$ cat config.mk
export PLATFORM = sky130hd
export DESIGN_NAME = call_panel_flat
export DESIGN_NICKNAME = d
export VERILOG_FILES = /design/src/rtl/call_panel_if.sv /design/src/rtl/call_panel.sv /design/src/flat_wrapper.sv
export SDC_FILE = /design/constraint.sdc
export NUM_CORES = 1
export LEC_CHECK = 0
export CORE_ASPECT_RATIO = 0.9
export CORE_MARGIN = 3
export CORE_UTILIZATION = 40
export DETAILED_ROUTE_END_ITERATION = 7
export MAX_ROUTING_LAYER = met4
export SLEW_MARGIN = 20
export SYNTH_ARGS = -nofsm -noshare
export SYNTH_HDL_FRONTEND = slang
export SYNTH_SLANG_ARGS = --single-unit
export TNS_END_PERCENT = 100
$ cat constraint.sdc
create_clock -name clk_50 -period 4.39 [get_ports clk_50]
set_clock_uncertainty 0.15 [all_clocks]
set_input_delay 0.6585 -clock clk_50 [delete_from_list [all_inputs] [get_ports clk_50]]
set_output_delay 0.6585 -clock clk_50 [all_outputs]
set_load 0.005 [all_outputs]
$ cat src/rtl/call_panel_if.sv
// Floor call panel bus: raw buttons and car status in, latched calls out.
interface call_panel_if;
   logic       btn1;
   logic       btn2;
   logic       btn3;
   logic       floor1;
   logic       floor2;
   logic       floor3;
   logic       door;
   logic       moving;
   logic       led1;
   logic       led2;
   logic       led3;
   logic [1:0] pending;
   logic       fault;

   modport master (
      output btn1, btn2, btn3,
      output floor1, floor2, floor3,
      output door, moving,
      input  led1, led2, led3,
      input  pending, fault
   );

   modport slave (
      input  btn1, btn2, btn3,
      input  floor1, floor2, floor3,
      input  door, moving,
      output led1, led2, led3,
      output pending, fault
   );
endinterface

$ cat src/rtl/call_panel.sv
// Three-floor call latch: sync, optional debounce, set on press, clear on service.
// Optional debounce filter enabled by defining CALL_PANEL_DEBOUNCE_EN.
module call_panel #(
   parameter int DEBOUNCE_CYCLES = 3,
   parameter int CLEAR_HOLD      = 2
) (
   input logic         clk_50,
   input logic         rst,
   call_panel_if.slave bus
);

   if (DEBOUNCE_CYCLES < 1 || DEBOUNCE_CYCLES > 255) begin : g_db_range
      $error("DEBOUNCE_CYCLES out of range");
   end
   if (CLEAR_HOLD < 1 || CLEAR_HOLD > 15) begin : g_hold_range
      $error("CLEAR_HOLD out of range");
   end

   localparam logic [3:0] HOLD_MAX = 4'(CLEAR_HOLD);
   localparam logic [3:0] HOLD_PRE = 4'(CLEAR_HOLD - 1);

   logic [2:0] btn;
   logic [2:0] flr;
   logic [2:0] s1;
   logic [2:0] s2;
   logic [1:0] vld;
   logic [2:0] cond;
   logic [2:0] prev;
   logic [2:0] armed;
   logic [2:0] rise;
   logic [2:0] served;
   logic [2:0] reach;
   logic [2:0] led_q;
   logic [2:0] led_d;
   logic [3:0] hold [3];
   logic [1:0] pend_q;
   logic       invalid;
   logic       fault_q;

   assign btn = {bus.btn3, bus.btn2, bus.btn1};
   assign flr = {bus.floor3, bus.floor2, bus.floor1};

   assign invalid = (flr[0] & flr[1]) |
                    (flr[0] & flr[2]) |
                    (flr[1] & flr[2]);

   always_ff @(posedge clk_50 or posedge rst) begin
      if (rst) begin
         s1  <= '0;
         s2  <= '0;
         vld <= '0;
      end else begin
         s1  <= btn;
         s2  <= s1;
         vld <= {vld[0], 1'b1};
      end
   end

`ifdef CALL_PANEL_DEBOUNCE_EN
   localparam logic [7:0] DB_LAST = 8'(DEBOUNCE_CYCLES - 1);

   logic [2:0] lvl;
   logic [7:0] cnt [3];

   always_ff @(posedge clk_50 or posedge rst) begin
      if (rst) begin
         lvl <= '0;
         for (int i = 0; i < 3; i++) cnt[i] <= '0;
      end else begin
         for (int i = 0; i < 3; i++) begin
            if (s2[i] == lvl[i]) begin
               cnt[i] <= '0;
            end else if (cnt[i] == DB_LAST) begin
               lvl[i] <= s2[i];
               cnt[i] <= '0;
            end else begin
               cnt[i] <= cnt[i] + 8'd1;
            end
         end
      end
   end

   assign cond = lvl;
`else
   assign cond = s2;
`endif

   // A button only arms once a released level has passed the synchronizer
   // after reset, so a button held through reset cannot raise a call.
   always_ff @(posedge clk_50 or posedge rst) begin
      if (rst) begin
         prev  <= '0;
         armed <= '0;
      end else begin
         prev  <= cond;
         armed <= armed | (~s2 & {3{vld[1]}});
      end
   end

   assign rise = cond & ~prev & armed;

   always_comb begin
      served = '0;
      reach  = '0;
      for (int i = 0; i < 3; i++) begin
         served[i] = flr[i] & bus.door & ~bus.moving & ~invalid & ~fault_q;
         reach[i]  = served[i] & (hold[i] == HOLD_PRE);
      end
   end

   always_ff @(posedge clk_50 or posedge rst) begin
      if (rst) begin
         for (int i = 0; i < 3; i++) hold[i] <= '0;
      end else begin
         for (int i = 0; i < 3; i++) begin
            if (!served[i]) hold[i] <= '0;
            else if (hold[i] != HOLD_MAX) hold[i] <= hold[i] + 4'd1;
         end
      end
   end

   assign led_d = (led_q | (rise & ~served)) & ~reach;

   always_ff @(posedge clk_50 or posedge rst) begin
      if (rst) begin
         led_q   <= '0;
         pend_q  <= '0;
         fault_q <= 1'b0;
      end else begin
         led_q   <= led_d;
         pend_q  <= {1'b0, led_d[0]} + {1'b0, led_d[1]} + {1'b0, led_d[2]};
         fault_q <= invalid;
      end
   end

   assign bus.led1    = led_q[0];
   assign bus.led2    = led_q[1];
   assign bus.led3    = led_q[2];
   assign bus.pending = pend_q;
   assign bus.fault   = fault_q;

endmodule

$ cat src/flat_wrapper.sv
// flat-port wrapper written by rule: the top's interface ports become plain ports
module call_panel_flat 
#(
   parameter int DEBOUNCE_CYCLES = 3,
   parameter int CLEAR_HOLD      = 2
)
  (clk_50, rst, bus_btn1, bus_btn2, bus_btn3, bus_floor1, bus_floor2, bus_floor3, bus_door, bus_moving, bus_led1, bus_led2, bus_led3, bus_pending, bus_fault);
  call_panel_if bus_i ();
  input logic clk_50;
  input logic rst;
  input wire logic [$bits(bus_i.btn1)-1:0] bus_btn1;
  input wire logic [$bits(bus_i.btn2)-1:0] bus_btn2;
  input wire logic [$bits(bus_i.btn3)-1:0] bus_btn3;
  input wire logic [$bits(bus_i.floor1)-1:0] bus_floor1;
  input wire logic [$bits(bus_i.floor2)-1:0] bus_floor2;
  input wire logic [$bits(bus_i.floor3)-1:0] bus_floor3;
  input wire logic [$bits(bus_i.door)-1:0] bus_door;
  input wire logic [$bits(bus_i.moving)-1:0] bus_moving;
  output wire logic [$bits(bus_i.led1)-1:0] bus_led1;
  output wire logic [$bits(bus_i.led2)-1:0] bus_led2;
  output wire logic [$bits(bus_i.led3)-1:0] bus_led3;
  output wire logic [$bits(bus_i.pending)-1:0] bus_pending;
  output wire logic [$bits(bus_i.fault)-1:0] bus_fault;
  assign bus_i.btn1 = bus_btn1;
  assign bus_i.btn2 = bus_btn2;
  assign bus_i.btn3 = bus_btn3;
  assign bus_i.floor1 = bus_floor1;
  assign bus_i.floor2 = bus_floor2;
  assign bus_i.floor3 = bus_floor3;
  assign bus_i.door = bus_door;
  assign bus_i.moving = bus_moving;
  assign bus_led1 = bus_i.led1;
  assign bus_led2 = bus_i.led2;
  assign bus_led3 = bus_i.led3;
  assign bus_pending = bus_i.pending;
  assign bus_fault = bus_i.fault;
  call_panel #(.DEBOUNCE_CYCLES(DEBOUNCE_CYCLES), .CLEAR_HOLD(CLEAR_HOLD)) u_core (.clk_50(clk_50), .rst(rst), .bus(bus_i));
endmodule
# After elaboration in Yosys (flattened, before gate mapping)
# Index checks and enable logic that the tools add are counted.
[word_totals]
output_inout_bits = 6
word_cells = 65
in_bits = 10
reg_bits = 32
[op_classes]
n_eq_ne = 9
n_bitwise = 34
addsub = 5
mux = 6
[ops]
columns = ["cell", "count"]
rows = [
  ["4-bit two-way mux", 6],
  ["1-bit bitwise AND", 18],
  ["3-bit bitwise AND", 5],
  ["4-bit by 1-bit adder with 4-bit output (second input constant)", 3],
  ["4-bit by 1-bit equality test with 1-bit output (second input constant)", 3],
  ["4-bit by 2-bit inequality test with 1-bit output (second input constant)", 3],
  ["3-bit inverter", 4],
  ["2-bit inequality test (second input constant)", 3],
  ["3-bit bitwise OR", 2],
  ["1-bit inverter", 3],
  ["1-bit by 1-bit adder with 2-bit output", 1],
  ["2-bit by 1-bit adder with 2-bit output", 1],
  ["1-bit bitwise OR", 2],
]

# Logic depth before layout (Yosys ltp)
[depth]
ltp_word = 12
depth_mapped = 5
mapped_depth_nobuf = 5

# Worst setup path after synthesis
# No wires, ideal clock.
[synth_path]
kind = "input-to-reg"
startpoint = "input port bus_floor2"
endpoint = "register u_core.pend_q[0], in the netlist u_core.bus.pending[0]"
required_ns = 4.104
path_buffers = 0
setup_slack_ns = 2.316
t_arrival_ns = 1.788
setup_ns = 0.136
stages = 4
path_cell_list = "nor4b_4 nand3b_2 o22a_1 fa_1"
[synth_between]
elab_chain_cells = 12
elab_cells_between_ends = 23
cone_classes = "2 x add/sub; 21 x bitwise"
[synth_rtl]
columns = ["element", "line_no", "rtl"]
rows = [
  ["start, declared", "flat_wrapper.sv:15", "input wire logic [$bits(bus_i.floor2)-1:0] bus_floor2;"],
  ["1-bit bitwise AND", "call_panel.sv:43", "assign invalid = (flr[0] & flr[1]) |"],
  ["1-bit bitwise OR", "call_panel.sv:43", ""],
  ["1-bit bitwise OR (*)", "call_panel.sv:44", "(flr[0] & flr[2]) |"],
  ["1-bit inverter (*)", "call_panel.sv:106", "served[i] = flr[i] & bus.door & ~bus.moving & ~invalid & ~fault_q;"],
  ["1-bit bitwise AND (*) (2 in a row)", "call_panel.sv:106", ""],
  ["3-bit inverter", "call_panel.sv:122", "assign led_d = (led_q | (rise & ~served)) & ~reach;"],
  ["3-bit bitwise AND", "call_panel.sv:122", ""],
  ["3-bit bitwise OR", "call_panel.sv:122", ""],
  ["3-bit bitwise AND (*)", "call_panel.sv:122", ""],
  ["named net u_core.led_d[0]", "call_panel.sv:34", "logic [2:0] led_d;"],
  ["1-bit by 1-bit adder with 2-bit output (*)", "call_panel.sv:131", "pend_q <= {1'b0, led_d[0]} + {1'b0, led_d[1]} + {1'b0, led_d[2]};"],
  ["2-bit by 1-bit adder with 2-bit output (*)", "call_panel.sv:131", ""],
  ["end signal, assigned", "call_panel.sv:131", ""],
  ["end, declared", "call_panel.sv:36", "logic [1:0] pend_q;"],
]
# The timed path passes the listed nets; every way through them passes the cells marked *.
# A chain may end at the register's enable or synchronous reset.

# Worst setup path in the final report
# Ends and elaborated chain as after synthesis.

==> out/metrics.yaml <==
status:
  status: "finished clean"
placed_design:
  dp_cells: 172
  gp_congestion: 0.700
  io_buffers: 15
  hpwl_mm: 1.64
cts:
  postCtsSetupBuffers: 0
  postCtsHoldBufs: 0
  cts_max_path_buffers: 2
  htreeDepth: 2
  clk_latency_ps: 290
  numCtsBuffers: 5
  clkSinkCount: 32
  clkTransAtPathRegs_ps: 70
  tritoncts: "done"
  post_cts_resized: 0
  cts_root_buf: "clkbuf_8"
detailed_routing:
  drtIter0Drc: 38
  drc: 0
  drt_wl_total_mm: 2.21
  vias: 855
  routed_via_density: 4.75
  drt_pass1_iterations: 4
  antenna_left: 0
  wl_per_cell_um: 12.3
critical_path:
  cp_data_required_time_ps: 4400
  worstPathMaxFanout: 5
  crit_path_end_kind: "flop"
  r2r_end: "u_core.bus.pending[0]"
  path_class: "in -> reg"
  cp-start-kind: "input pin"
  arrival_ps: 2430
  crit_slowest_cell: "clkdlybuf4s50_1"
  critPathMaxStageDelay_ps: 490
  path_buf_inv: 1
  r2r_slack_ps: 2500
  reg2regPathDepth: 4
  timing.rr.start: "u_core.bus.fault"
  crit_chain: "clkdlybuf4s50_1 > nor4b_4 > nand3b_2 > o22a_1 > fa_1"
  crit_family: "simple AND/OR/NAND/NOR gates"
pwr:
  ir_drop_uv: 232
  leakagePower_nw: 0.726
  powerDensity_nw_per_um2: 354
run:
  max_cap_violations: 0
logic_synthesis:
  synth_cells: 114
  syn_area_per_cell_sq_um: 12.2
  ys_types: 24
  ys_ff_latch: 32
  syn_nets: 134
  netlist_area_sq_um: 1390
  yosysWarnings: 0
  synth_seq_area_share: 0.575
finish:
  insertedDiodeCount: 0
  mostFrequentLayoutCells: "32 x dfrtp_1, 16 x nor2_1, 15 x clkdlybuf4s50_1"
  areaGrowthSynthToFinish_pct: 23.1
  layout_commonest_cell: "dfrtp_1"
  instances_no_fill: 180
  fin_nets: 157
  drive_above_1_share: 0.123
floorplan:
  start_util: 0.437
  coreArea_sq_um: 3190
  die_area_sq_um: 4230
  fp.dieW_um: 68.2
  fp.dieH_um: 62.0
  rows: 19
  io_pins: 16
global_route:
  track_usage: 0.135
  grt-ovfl-total: 0
  grt_pass1_wl_mm: 3.79
  grt_pass1_vias: 849
  grt_max_degree: 31
  grt_antenna_before_repair: 0
hold_path:
  hold_depth: 0
  hold_class: "reg -> reg"
  whs_endpoint: "u_core.cond[0]"
  worstHoldStart: "u_core.s1[0]"
timing:
  setup_violations: 0
  timing.hold.ws_ps: 199
  hold_violations: 0
  period_share: 0.550
  slew_violations: 0
  rsz0062_at_grt: "no"
  slew_headroom: 0.606
  finalSetupTns_ps: 0
  fin_crit_ps: 2410
  fmax_mhz: 414
  worst_slew_pin_slew_ps: 590
## cell type report
type | count | area (sq um)
Tap cell | 42 | 52.6
Fill cell | 283 | 1470
Timing Repair Buffer | 16 | 158
Multi-Input combinational cell | 72 | 554
Inverter | 10 | 37.5
Clock buffer | 5 | 68.8
Clock inverter | 3 | 42.5
Sequential cell | 32 | 801
## metal layers
layer  vias up  wire length [um]  track usage
met5         -                 0            -
met4         0                29       0.0850
met3         3               103       0.0486
met2        15              1080        0.206
met1       420               994        0.150
li1        417                 -            -
## flip-flops by register name, indices dropped and copies added, names as in the netlist
signal	count
u_core.s1	3
u_core.armed	3
u_core.bus.pending	2
u_core.cond	3
u_core.vld	2
u_core.bus.fault	1
u_core.prev	3
u_core.hold	12
u_core.led_q	3
## how the worst max path moves through the flow
| stage | to | slack (ps) | start | cells past startpoint |
|---|---|---|---|---|
| 2_1_floorplan | u_core.bus.pending[0] | 2320 | bus_floor2 | 4 |
| 3_3_place_gp | u_core.bus.pending[0] | 1720 | bus_floor2 | 5 |
| 3_5_place_dp | u_core.bus.pending[0] | 1640 | bus_floor2 | 5 |
| 4_1_cts | u_core.bus.pending[0] | 1960 | bus_floor2 | 5 |
| 5_1_grt | u_core.bus.pending[0] | 1900 | bus_floor2 | 5 |
| 6_report | u_core.bus.pending[0] | 1980 | bus_floor2 | 5 |
## stage by stage
step / power (W) / utilization / worst slack [ps] / instance area, sq um
finish: 0.000607 / 0.538 / 1980 / 1710
global placement: 0.000334 / 0.503 / 1720 / 1600
detailed placement: 0.000335 / 0.503 / 1640 / 1600
CTS: 0.000617 / 0.538 / 1960 / 1710
floorplan: 0.000319 / - / 2320 / 1390
global route: 0.000630 / 0.538 / 1900 / 1710
## power breakdown
part	internal, W	switching (W)	leakage (nW)
sequential	0.000301	0.00000374	0.377
combinational	0.0000124	0.0000115	0.295
clock	0.000168	0.000111	0.0541
## synth_stat cells, drive strengths merged
| library cell | n | area share |
|---|---|---|
| or3b | 3 | 0.021 |
| a21boi | 3 | 0.016 |
| ha | 9 | 0.081 |
| xnor2 | 3 | 0.019 |
| inv | 10 | 0.027 |
| a21o | 3 | 0.016 |
| dfrtp | 32 | 0.58 |
| nand2 | 3 | 0.0081 |
| fa | 1 | 0.014 |
| nand2b | 5 | 0.022 |
| conb | 1 | 0.0027 |
| maj3 | 1 | 0.0072 |
| nor4 | 1 | 0.0045 |
| a211oi | 3 | 0.027 |
| nor2 | 16 | 0.043 |
| nand3b | 4 | 0.027 |
| nor4b | 1 | 0.017 |
| nor2b | 2 | 0.0090 |
| xor2 | 3 | 0.019 |
| nand3 | 4 | 0.014 |
| o22a | 3 | 0.019 |
| a21oi | 3 | 0.011 |
## logic make-up (layout without fill, tap and decap cells)
group                      count (synthesis)  count (layout)  share of synthesized area
xor gates and xnor gates                   6               6                     0.0377
and+or+nand+nor                           39              39                      0.166
adders and majority gates                 11              11                      0.102
other                                      1               1                    0.00269
buffers and inverters                     10              34                     0.0270
DFF                                       32              32                      0.575
AOI/OAI and AO/OA                         15              15                     0.0889
(Power assumes the default switching activity.)
